--- src/rtl/reg_share_arbiter_pkg.sv ---
// Shared definitions for the round-robin register-share arbiter:
// state encoding and default sizing.
package reg_share_pkg;

  localparam logic ST_IDLE  = 1'b0;
  localparam logic ST_GRANT = 1'b1;

  localparam int DEF_NREQ  = 4;
  localparam int DEF_WIDTH = 8;
  localparam int DEF_CNTW  = 8;

  typedef enum logic {
    IDLE  = ST_IDLE,
    GRANT = ST_GRANT
  } state_t;

endpackage

--- src/rtl/reg_share_arbiter_if.sv ---
// Requester-facing bus of the register-share arbiter: request/data lanes in,
// grant, owner, shared register and debug counter out.
interface reg_share_arbiter_if
  import reg_share_pkg::*;
#(
  parameter int NREQ  = DEF_NREQ,
  parameter int WIDTH = DEF_WIDTH,
  parameter int CNTW  = DEF_CNTW
);

  localparam int OW = $clog2(NREQ);

  logic [NREQ-1:0]       req;
  logic [NREQ*WIDTH-1:0] wdata;
  logic [NREQ-1:0]       gnt;
  logic [OW-1:0]         owner;
  logic [WIDTH-1:0]      q;
  logic                  busy;
  logic [CNTW-1:0]       wr_count;

  modport master (
    output req, wdata,
    input  gnt, owner, q, busy, wr_count
  );

  modport slave (
    input  req, wdata,
    output gnt, owner, q, busy, wr_count
  );

endinterface

--- src/rtl/reg_share_arbiter_rr_pick.sv ---
// Combinational round-robin selector: first requester at or after owner+1,
// wrapping modulo NREQ.
module rr_pick
  import reg_share_pkg::*;
#(
  parameter int NREQ = DEF_NREQ
) (
  input  logic [NREQ-1:0]         req,
  input  logic [$clog2(NREQ)-1:0] owner,
  output logic                    found,
  output logic [$clog2(NREQ)-1:0] winner
);

  localparam int OW = $clog2(NREQ);

  logic [OW:0] idx;

  // Walk farthest-to-nearest so the candidate closest to owner+1 is written last.
  always_comb begin
    found  = 1'b0;
    winner = '0;
    idx    = '0;
    for (int k = NREQ; k >= 1; k--) begin
      idx = {1'b0, owner} + (OW+1)'(k);
      if (idx >= (OW+1)'(NREQ)) idx = idx - (OW+1)'(NREQ);
      if (req[idx[OW-1:0]]) begin
        found  = 1'b1;
        winner = idx[OW-1:0];
      end
    end
  end

endmodule

--- src/rtl/reg_share_arbiter.sv ---
// Round-robin arbiter sequencing one-cycle grants into a single shared
// WIDTH-bit register, with owner tracking and a saturating write counter.
module reg_share_arbiter
  import reg_share_pkg::*;
#(
  parameter int NREQ  = DEF_NREQ,
  parameter int WIDTH = DEF_WIDTH,
  parameter int CNTW  = DEF_CNTW
) (
  input  logic              clk,
  input  logic              rst,
  reg_share_arbiter_if.slave bus
);

  localparam int OW = $clog2(NREQ);

  state_t            state, state_nxt;
  logic              found;
  logic [OW-1:0]     pick;
  logic [OW-1:0]     win_r;
  logic [OW-1:0]     owner_r;
  logic [NREQ-1:0]   gnt_r;
  logic [WIDTH-1:0]  q_r;
  logic [WIDTH-1:0]  lane;
  logic [CNTW-1:0]   cnt_r;

  function automatic logic [CNTW-1:0] sat_inc(input logic [CNTW-1:0] v);
    return (&v) ? v : v + 1'b1;
  endfunction

  rr_pick #(.NREQ(NREQ)) u_pick (
    .req    (bus.req),
    .owner  (owner_r),
    .found  (found),
    .winner (pick)
  );

  always_comb begin
    lane = '0;
    for (int i = 0; i < NREQ; i++) begin
      if (win_r == OW'(i)) lane = bus.wdata[i*WIDTH +: WIDTH];
    end
  end

  always_ff @(posedge clk) begin
    if (rst) state <= IDLE;
    else     state <= state_nxt;
  end

  // GRANT is always a single cycle, which forces an IDLE gap between grants.
  always_comb begin
    state_nxt = state;
    case (state)
      IDLE:    if (found) state_nxt = GRANT;
      GRANT:   state_nxt = IDLE;
      default: state_nxt = IDLE;
    endcase
  end

  always_ff @(posedge clk) begin
    if (rst) begin
      gnt_r   <= '0;
      win_r   <= '0;
      owner_r <= OW'(NREQ-1);
      q_r     <= '0;
      cnt_r   <= '0;
    end else begin
      gnt_r <= '0;
      if (state == IDLE && found) begin
        gnt_r <= {{(NREQ-1){1'b0}}, 1'b1} << pick;
        win_r <= pick;
      end
      if (state == GRANT) begin
        q_r     <= lane;
        owner_r <= win_r;
        cnt_r   <= sat_inc(cnt_r);
      end
    end
  end

  assign bus.gnt      = gnt_r;
  assign bus.owner    = owner_r;
  assign bus.q        = q_r;
  assign bus.busy     = (state == GRANT);
  assign bus.wr_count = cnt_r;

endmodule

--- src/flat_wrapper.sv ---
// flat-port wrapper written by rule: the top's interface ports become plain ports
module reg_share_arbiter_flat import reg_share_pkg::*;
#(
  parameter int NREQ  = DEF_NREQ,
  parameter int WIDTH = DEF_WIDTH,
  parameter int CNTW  = DEF_CNTW
)
  (clk, rst, bus_req, bus_wdata, bus_gnt, bus_owner, bus_q, bus_busy, bus_wr_count);
  reg_share_arbiter_if #(.NREQ(NREQ), .WIDTH(WIDTH), .CNTW(CNTW)) bus_i ();
  input  logic clk;
  input  logic rst;
  input wire logic [$bits(bus_i.req)-1:0] bus_req;
  input wire logic [$bits(bus_i.wdata)-1:0] bus_wdata;
  output wire logic [$bits(bus_i.gnt)-1:0] bus_gnt;
  output wire logic [$bits(bus_i.owner)-1:0] bus_owner;
  output wire logic [$bits(bus_i.q)-1:0] bus_q;
  output wire logic [$bits(bus_i.busy)-1:0] bus_busy;
  output wire logic [$bits(bus_i.wr_count)-1:0] bus_wr_count;
  assign bus_i.req = bus_req;
  assign bus_i.wdata = bus_wdata;
  assign bus_gnt = bus_i.gnt;
  assign bus_owner = bus_i.owner;
  assign bus_q = bus_i.q;
  assign bus_busy = bus_i.busy;
  assign bus_wr_count = bus_i.wr_count;
  reg_share_arbiter #(.NREQ(NREQ), .WIDTH(WIDTH), .CNTW(CNTW)) u_core (.clk(clk), .rst(rst), .bus(bus_i));
endmodule
--- config.mk ---
export PLATFORM = sky130hd
export DESIGN_NAME = reg_share_arbiter_flat
export DESIGN_NICKNAME = d
export VERILOG_FILES = /design/src/rtl/reg_share_arbiter_pkg.sv /design/src/rtl/reg_share_arbiter_if.sv /design/src/rtl/reg_share_arbiter_rr_pick.sv /design/src/rtl/reg_share_arbiter.sv /design/src/flat_wrapper.sv
export SDC_FILE = /design/constraint.sdc
export NUM_CORES = 1
export LEC_CHECK = 0
export ABC_AREA = 1
export CAP_MARGIN = 20
export CORE_MARGIN = 2
export CORE_UTILIZATION = 41
export DETAILED_ROUTE_END_ITERATION = 8
export PLACE_DENSITY_LB_ADDON = 0.08
export SLEW_MARGIN = 20
export SYNTH_ARGS = -nofsm -noshare
export SYNTH_HDL_FRONTEND = slang
export SYNTH_SLANG_ARGS = --single-unit
--- constraint.sdc ---
create_clock -name clk -period 1.85 [get_ports clk]
set_clock_uncertainty 0.1 [all_clocks]
set_input_delay 0.555 -clock clk [delete_from_list [all_inputs] [get_ports clk]]
set_output_delay 0.555 -clock clk [all_outputs]
set_load 0.03 [all_outputs]
== After elaboration in Yosys (flattened, before gate mapping) ==
Cells that the tools add are included.
Word-level totals
  output and inout bits: 23
  bits of input ports: 38
  logic and storage cells: 61
  register bits after elaboration: 25
Cells by class
  bitwise gates (word level): 3
  multiplexer cells: 26
  $lt $le $gt $ge: 8
  add/subtract/negate cells: 9
  reductions and logical operators: 5
  equal/unequal tests: 3
  shift operators: 1
Operators by type and width (number)
  $mux W8: 4
  $mux W2: 8
  $ge A3 B3 Y1 const B: 4
  $lt A2 B3 Y1 const B: 4
  $mux W1: 9
  $add A8 B1 Y8 const B: 1
  $bmux W1 S2: 4
  $reduce_and A8 Y1: 1
  $sub A2 B1 Y2 const B: 4
  $add A2 B2 Y3 const B: 2
  $eq A2 B2 Y1 const B: 2
  $shl A1 B2 Y4 const A: 1
  $add A2 B1 Y3 const B: 1
  $add A2 B3 Y3 const B: 1
  $not A1 Y1: 3
  $eq A2 B1 Y1 const B: 1
  $logic_not A2 Y1: 1
  $pmux W1 S2: 1
  $reduce_and A2 Y1: 1
  $reduce_or A2 Y1: 1
  $logic_and A1 B1 Y1: 1

== Longest topological paths before layout ==
Gate-level depths: netlist of the first run.
  word-level depth: 12
  mapped depth: 12
  gate-level depth less buffers: 11

== Hierarchy ==
From an unflattened synthesis of the first run, not the netlist that was laid out.
Unflattened totals
  cell total of the unflattened synthesis: 232
  area, all modules: 1447.6 µm²
By module, submodules not included
  reg_share_arbiter: cells an instance 181, area an instance 1201.2 µm², instances 1, sequential area each 500.5 µm²
  rr_pick: cells an instance 51, area an instance 246.5 µm², instances 1, sequential area each 0.0 µm²

== Worst setup path after synthesis of the first run ==
Ideal clock, no wire load.
  path type: reg-to-reg
  start point: register u_core.cnt_r[1], in the netlist u_core.bus.wr_count[1]
  end point: register u_core.cnt_r[1], in the netlist u_core.bus.wr_count[1]
  period minus slack after synthesis: 1674 ps
  buffers on the path: 0
  data arrival time: 1458 ps
  library setup time: 116 ps
  cell stages (with the launch flop): 9
  setup slack: 176 ps
  required time: 1634 ps
  cell sequence: dfxtp_1 -> ha_1 -> nand2_1 -> nor3_4 -> nand3_2 -> nand2_4 -> inv_2 -> nor2_1 -> nor2_1
Between the ends
  word-level cells in the longest chain between the ends: 3
  elaborated cells between the ends (all ways): 4
  classes of those cells: add/sub (1); bitwise (1); reduce/logical (2)
RTL lines
  from (decl): line reg_share_arbiter.sv:25  | logic [CNTW-1:0] cnt_r;
  from (signal assigned): line reg_share_arbiter.sv:76  | cnt_r <= sat_inc(cnt_r);
  parallel branches: the longest is 3 deep, another holds $add A8 B1 Y8
Several ways; the timed one is not identified.
A chain may end at the register's enable or synchronous reset.

== Worst setup path in the final report of the first run ==
  start point: register u_core.cnt_r[1], in the netlist u_core.bus.wr_count[1]
  end point: output port bus_wr_count[1]
RTL lines
  to (decl): line flat_wrapper.sv:18  | output wire logic [$bits(bus_i.wr_count)-1:0] bus_wr_count;
No word-level cell between the ends.

==> impl_results.md, run 1 <==
- Status: completed
- R2r worst-path depth: 8
- IO Pins: just over 60
- Combinational Power Share: 38.2%
- Critical path endpoint category: output pin
- Final period util: a little over nine tenths
- Post-synthesis simple-gate area fraction: between 30% and 40%
- CTS clk-pin slew, worst paths: roughly 130 ps
- Clock Sinks: 25
- H-tree level count: 1
- Max-cap viol count: 0
- Adder-Cell Fraction of Synth Area: less than 1%
- Startpoint types: flop
- WL met3: around 180 um
- Top delay family on crit path: buffers and inverters
- Count of final hold-check violations: 0
- Die Area: 3840 um2
- Slowest cell on crit path: dlygate4sd2_1
- Die width: between 60 and 70 um
- Final Slew Violations: 0
- Initial Util: roughly two fifths
- Vias in the first global route: ~1300
- Hold buffer count at cts: 0
- Die height: just over 60 um
- NumNets Final: around 310
- # diodes: 0
- Seq/Total Area, Yosys: a little over a third
- Most common cell after layout, fill and taps aside: nand2_1
- Non-filler cells, final: 320
- Initial antenna violation count: 0
- Maximum clock frequency: ~560 MHz
- Seq cells post-synth: 25
- CP cell instances: dlygate4sd2_1
- Cell taking the most area after synthesis: dfxtp_1
- Main combinational cell family by area after synthesis: simple AND/OR/NAND/NOR gates
- Routability Congestion: ~0.83
- Setup Crit Path Kind: reg -> out
- Post-synth top flop: dfxtp_1
- Largest net degree at the start of global routing: 25
- RSZ-0062 raised after global routing: no
- Critical path fanouts, max: 4
- Core region area: approximately 3300 um2
- Wire per inst: approximately 10 um
- PortBufs: 60
- Area share of the largest cell type after synthesis: a little over a third
- DRC viols: 0
- Syn_area_per_cell: 6.68 um2
- Psw: ~0.00053 W
- TNS Setup: 0 ps
- Worst EP required: roughly 1200 ps
- P&R area growth vs syn: 50.8%
- Synth Instances: ~200
- Commonest non-fill, non-tap cells in the layout: nand2_1 (66), clkdlybuf4s50_1 (37), dfxtp_1 (24)
- Placed Instances: ~320
- Asr flop ratio synth: 0%
- Hold Path Stages: 2
- Pint: around 0.00090 W
- Clock share of power: around 17%
- CTS tree: built
- Area of the multi-input gates: ~760 um2
- Setup Buffers After CTS: 0
- Final worst slack: 67.2 ps
- Hold WC Path Type: reg -> reg
- Slew @ Worst Pin: between 500 and 600 ps
- HPWL Detailed: 2690 um
- Top Metal Used: met4
- Total track usage: about a fifth
- Max_slew headroom: roughly 65%
- Synth Cell Area: between 1000 and 1500 um2
- Compound-cell area share of the yosys netlist: 17.9%
- Critical path depth: 1
- First-pass GRT wire length: approximately 5400 um
- CTS max path bufs: 2
- FP Rows: 21
- Max IR drop VDD: approximately 0.40 mV
- DRT met1 WL: ~1600 um
- Syn Nets: approximately 250
- Initial drt markers: 46
- Pleak: about 1.0 nW
- First-pass DRT Iterations: 4
- Hold Slack: around 440 ps
- Seq. cell area: 502 um2
- Post-synthesis xor/xnor area fraction: between 2 and 3%
- Buf/Inv on CP: 1
- Tmin final: between 1500 and 2000 ps
- Post-route ant nets: 0
- Total congestion overflow: 0
- Vias: roughly 1500
- Reg power frac: between 40% and 50%
- # setup viols final: 0
- CP peak stage delay: about 410 ps
- Worst-Skew Late Latency: 310 ps
- CP Data Arrival Time: 1130 ps
- Post-synth cell types: 27
- PwrDens: around 690 nW/um2
- Post-synthesis mux area share: 0%
- Routed Wire Length: approximately 3400 um
- Switching share of power: a little under two fifths
- WL met2: approximately 1600 um
- Post-synth EDFFs: 0
- Proportion of layout cells with a drive suffix above 1: 12.0%
- Fillcell total: about 340
- Worst slack, placed: -123 ps
- Final core utilization: ~63%
- Ys Warns: 0
- Clock buffer count from CTS: 3
- Via density: approximately 4.6
- Synth area leaders: dfxtp_1 (36%), nand2_1 (18%), nand3_1 (6.2%), a21oi_1 (5.1%), inv_1 (4.9%)
- Root Driver: clkbuf_4
==> power groups by stage <==
stage / sequential, W / combinational (W) / clock, W
after floorplan: 0.000722 / 0.000272 / 0
after global routing: 0.000649 / 0.000610 / 0.000280
after detailed placement: 0.000652 / 0.000579 / 0
after global placement: 0.000652 / 0.000572 / 0
after CTS: 0.000639 / 0.000552 / 0.000251
final: 0.000639 / 0.000547 / 0.000245
==> cell families (layout without fill, tap and decap cells) <==
family	Yosys count	after routing
xor gates and xnor gates	4	4
adders and majority gates	1	1
and+or+nand+nor	107	107
AOI/OAI and AO/OA	42	42
DFF	25	25
buffers and inverters	27	95
==> state kept, by name (all words and copies together) (netlist names) <==
name and flops:
u_core.bus.busy 1, u_core.bus.gnt 4, u_core.bus.owner 2, u_core.bus.q 8
u_core.bus.wr_count 8, u_core.win_r 2
==> worst paths after layout <==
| kind | start | end | slack, ps |
|---|---|---|---|
| setup reg to reg | u_core.bus.wr_count[1]$_SDFFE_PP0P_ | u_core.bus.wr_count[1]$_SDFFE_PP0P_ | 270 |
| hold reg to reg | u_core.bus.q[7]$_SDFFE_PP0P_ | u_core.bus.q[7]$_SDFFE_PP0P_ | 440 |
| setup / recovery | u_core.bus.wr_count[1]$_SDFFE_PP0P_ | bus_wr_count[1] | 70 |
| hold / removal | u_core.bus.q[7]$_SDFFE_PP0P_ | u_core.bus.q[7]$_SDFFE_PP0P_ | 440 |
==> metrics by stage <==
step	area, um2	power [W]
floorplan	1380	0.000994
global placement	2070	0.00122
detailed placement	2070	0.00123
CTS	2070	0.00144
global route	2080	0.00154
finish	2080	0.00143
==> routing by layer <==
layer | vias up | global-route usage (%)
li1 | 812 | -
met1 | 630 | 24.6
met2 | 36 | 31.0
met3 | 2 | 4.14
met4 | 0 | 5.17
met5 | - | 0
==> final cells by class <==
| class | count | area share [%] |
|---|---|---|
| Sequential cell | 25 | 24.2 |
| Timing Repair Buffer | 70 | 31.0 |
| Multi-Input combinational cell | 154 | 36.6 |
| Clock buffer | 3 | 1.08 |
| Clock inverter | 1 | 0.241 |
| Tap cell | 46 | 2.77 |
| Inverter | 21 | 4.04 |
==> cell usage after synthesis (3+ instances only) <==
master,instances
nand4_1,3
a21oi_1,14
inv_1,18
nand3_1,17
o21ai_0,12
dfxtp_1,25
nand2_2,3
a21oi_2,4
nor2_1,14
xor2_1,3
a31oi_1,6
nand2_1,66
clkbuf_1,4
==> what timing repair did <==
action,in CTS,in global routing
pin swaps,0,0
endpoints found under the setup margin,21,1
resized for setup,21,1
Power figures use the tool's default switching activity.
==> run 2, diff against run 1 <==
Settings changed: CORE_UTILIZATION 41 to 45.
Clock period 1.85 ns to 2.3 ns, I/O delays scaled along.
==> impl_results.md, run 2 (synthesized netlist as in run 1, its figures left out) <==
- Die width: approximately 59 um
- Vias in the first global route: 1289
- Critical path depth: 1
- Routed Wire Length: around 3300 um
- Total power: 0.00117 W
- Total track usage: 19.8%
- Die Area: 3520 um2
- Post-route ant nets: 0
- P&R area growth vs syn: 48.2%
- HPWL Detailed: roughly 2600 um
- CP peak stage delay: approximately 700 ps
- Largest net degree at the start of global routing: 25
- Maximum clock frequency: 445 MHz
- Top delay family on crit path: buffers and inverters
- Max_slew headroom: 64.6%
- Root Driver: clkbuf_4
- Post-DP Area: between 2000 and 2500 um2
- Clock Sinks: 25
- Critical path fanouts, max: 5
- Initial drt markers: 90
- FP Rows: 20
- Final Slew Violations: 0
- Clock share of power: between 15 and 20%
- Initial antenna violation count: 0
- Clock buffer count from CTS: 3
- DRC viols: 0
- Worst-Skew Late Latency: 320 ps
- Post-route design area: roughly 2000 um2
- R2r worst-path depth: 8
- Most common cell after layout, fill and taps aside: nand2_1
- Startpoint types: flop
- Hold WC Path Type: reg -> reg
- Setup Buffers After CTS: 0
- RSZ-0062 raised after global routing: no
- Seq. cell area: around 500 um2
- Vias: approximately 1500
- H-tree level count: 1
- Tmin final: about 2200 ps
- Setup Crit Path Kind: reg -> out
- Commonest non-fill, non-tap cells in the layout: nand2_1 (66), clkdlybuf4s50_1 (57), dfxtp_1 (25)
- Slew @ Worst Pin: 529 ps
- CP Data Arrival Time: between 1000 and 1500 ps
- Via density: roughly 5.0
- Combinational Power Share: roughly 39%
- Pleak: about 0.94 nW
- Reg power frac: between 40 and 50%
- Die height: 59.3 um
- NumNets Final: slightly above 300
- Initial Util: a little under half
- First-pass DRT Iterations: 4
- Buf/Inv on CP: 1
- Critical path endpoint category: output pin
- Wire per inst: between 10 and 15 um
- Worst EP required: 1510 ps
- Final core utilization: approximately two thirds
- Slowest cell on crit path: clkdlybuf4s50_1
- Hold Path Stages: 2
- Status: completed
- Final period util: 97.8%
- Pint: around 0.00074 W
- Area of the multi-input gates: approximately 760 um2
- CP cell instances: clkdlybuf4s50_1
- Routability Congestion: ~0.81
- IO Pins: slightly above 60
- CTS max path bufs: 2
- Total congestion overflow: 0
- # diodes: 0
- First-pass GRT wire length: about 5400 um
- PwrDens: ~570 nW/um2
- Switching share of power: around 37%
- Fillcell total: roughly 280
- Hold Slack: between 400 and 500 ps
- Core region area: a little under 3000 um2
- CTS tree: built
- Max IR drop VDD: 0.268 mV
- Psw: ~0.00043 W
- Proportion of layout cells with a drive suffix above 1: roughly 9.0%
- Max-cap viol count: 0
- PortBufs: 60
- TNS Setup: 0 ps
- # setup viols final: 0
- Count of final hold-check violations: 0
- CTS clk-pin slew, worst paths: 140 ps
run 2: area by class of cell:
cell class / instances / share of cell area (%)
Clock buffer: 3 / 1.10
Tap cell: 33 / 2.02
Timing Repair Buffer: 63 / 30.7
Sequential cell: 25 / 24.5
Clock inverter: 1 / 0.245
Multi-Input combinational cell: 154 / 37.3
Inverter: 21 / 4.11
run 2: power by group through the flow:
stage	combinational, W	clock (W)	sequential, W
global route	0.000511	0.000221	0.000515
finish	0.000462	0.000201	0.000509
CTS	0.000463	0.000206	0.000509
floorplan	0.000219	0	0.000581
global placement	0.000460	0	0.000517
detailed placement	0.000461	0	0.000518
run 2: per-layer routing:
metal / vias to the layer above / track usage (%) / routed length (um)
li1: 798 / - / -
met1: 641 / 25.7 / 1530
met2: 45 / 32.0 / 1490
met3: 7 / 3.93 / 209
met4: 0 / 8.12 / 63
met5: - / 0 / 0
run 2: timing repair:
action                                  in CTS  in global routing
endpoints found under the hold margin        0                  0
endpoints found under the setup margin       0                  2
hold buffers                                 0                  0
resized for setup                            0                  2
run 2: path summary, 6_finish.rpt:
| path | from | end | slack [ps] |
|---|---|---|---|
| min reg2reg | u_core.bus.wr_count[0]$_SDFFE_PP0P_ | u_core.bus.wr_count[0]$_SDFFE_PP0P_ | 430 |
| max reg2reg | u_core.bus.wr_count[1]$_SDFFE_PP0P_ | u_core.bus.wr_count[1]$_SDFFE_PP0P_ | 770 |
| max | u_core.bus.wr_count[6]$_SDFFE_PP0P_ | bus_wr_count[6] | 50 |
| min | u_core.bus.wr_count[0]$_SDFFE_PP0P_ | u_core.bus.wr_count[0]$_SDFFE_PP0P_ | 430 |
run 2: through the flow:
step	std cells	worst slack (ps)
finish	300	50.8
global route	300	6.75
CTS	300	30.8
detailed placement	296	182
global placement	296	200
floorplan	206	626
run 2: worst min-delay path, stage by stage (launching register included):
cell and delay, ps:
dfxtp_1 350, inv_1 80, a21oi_1 60
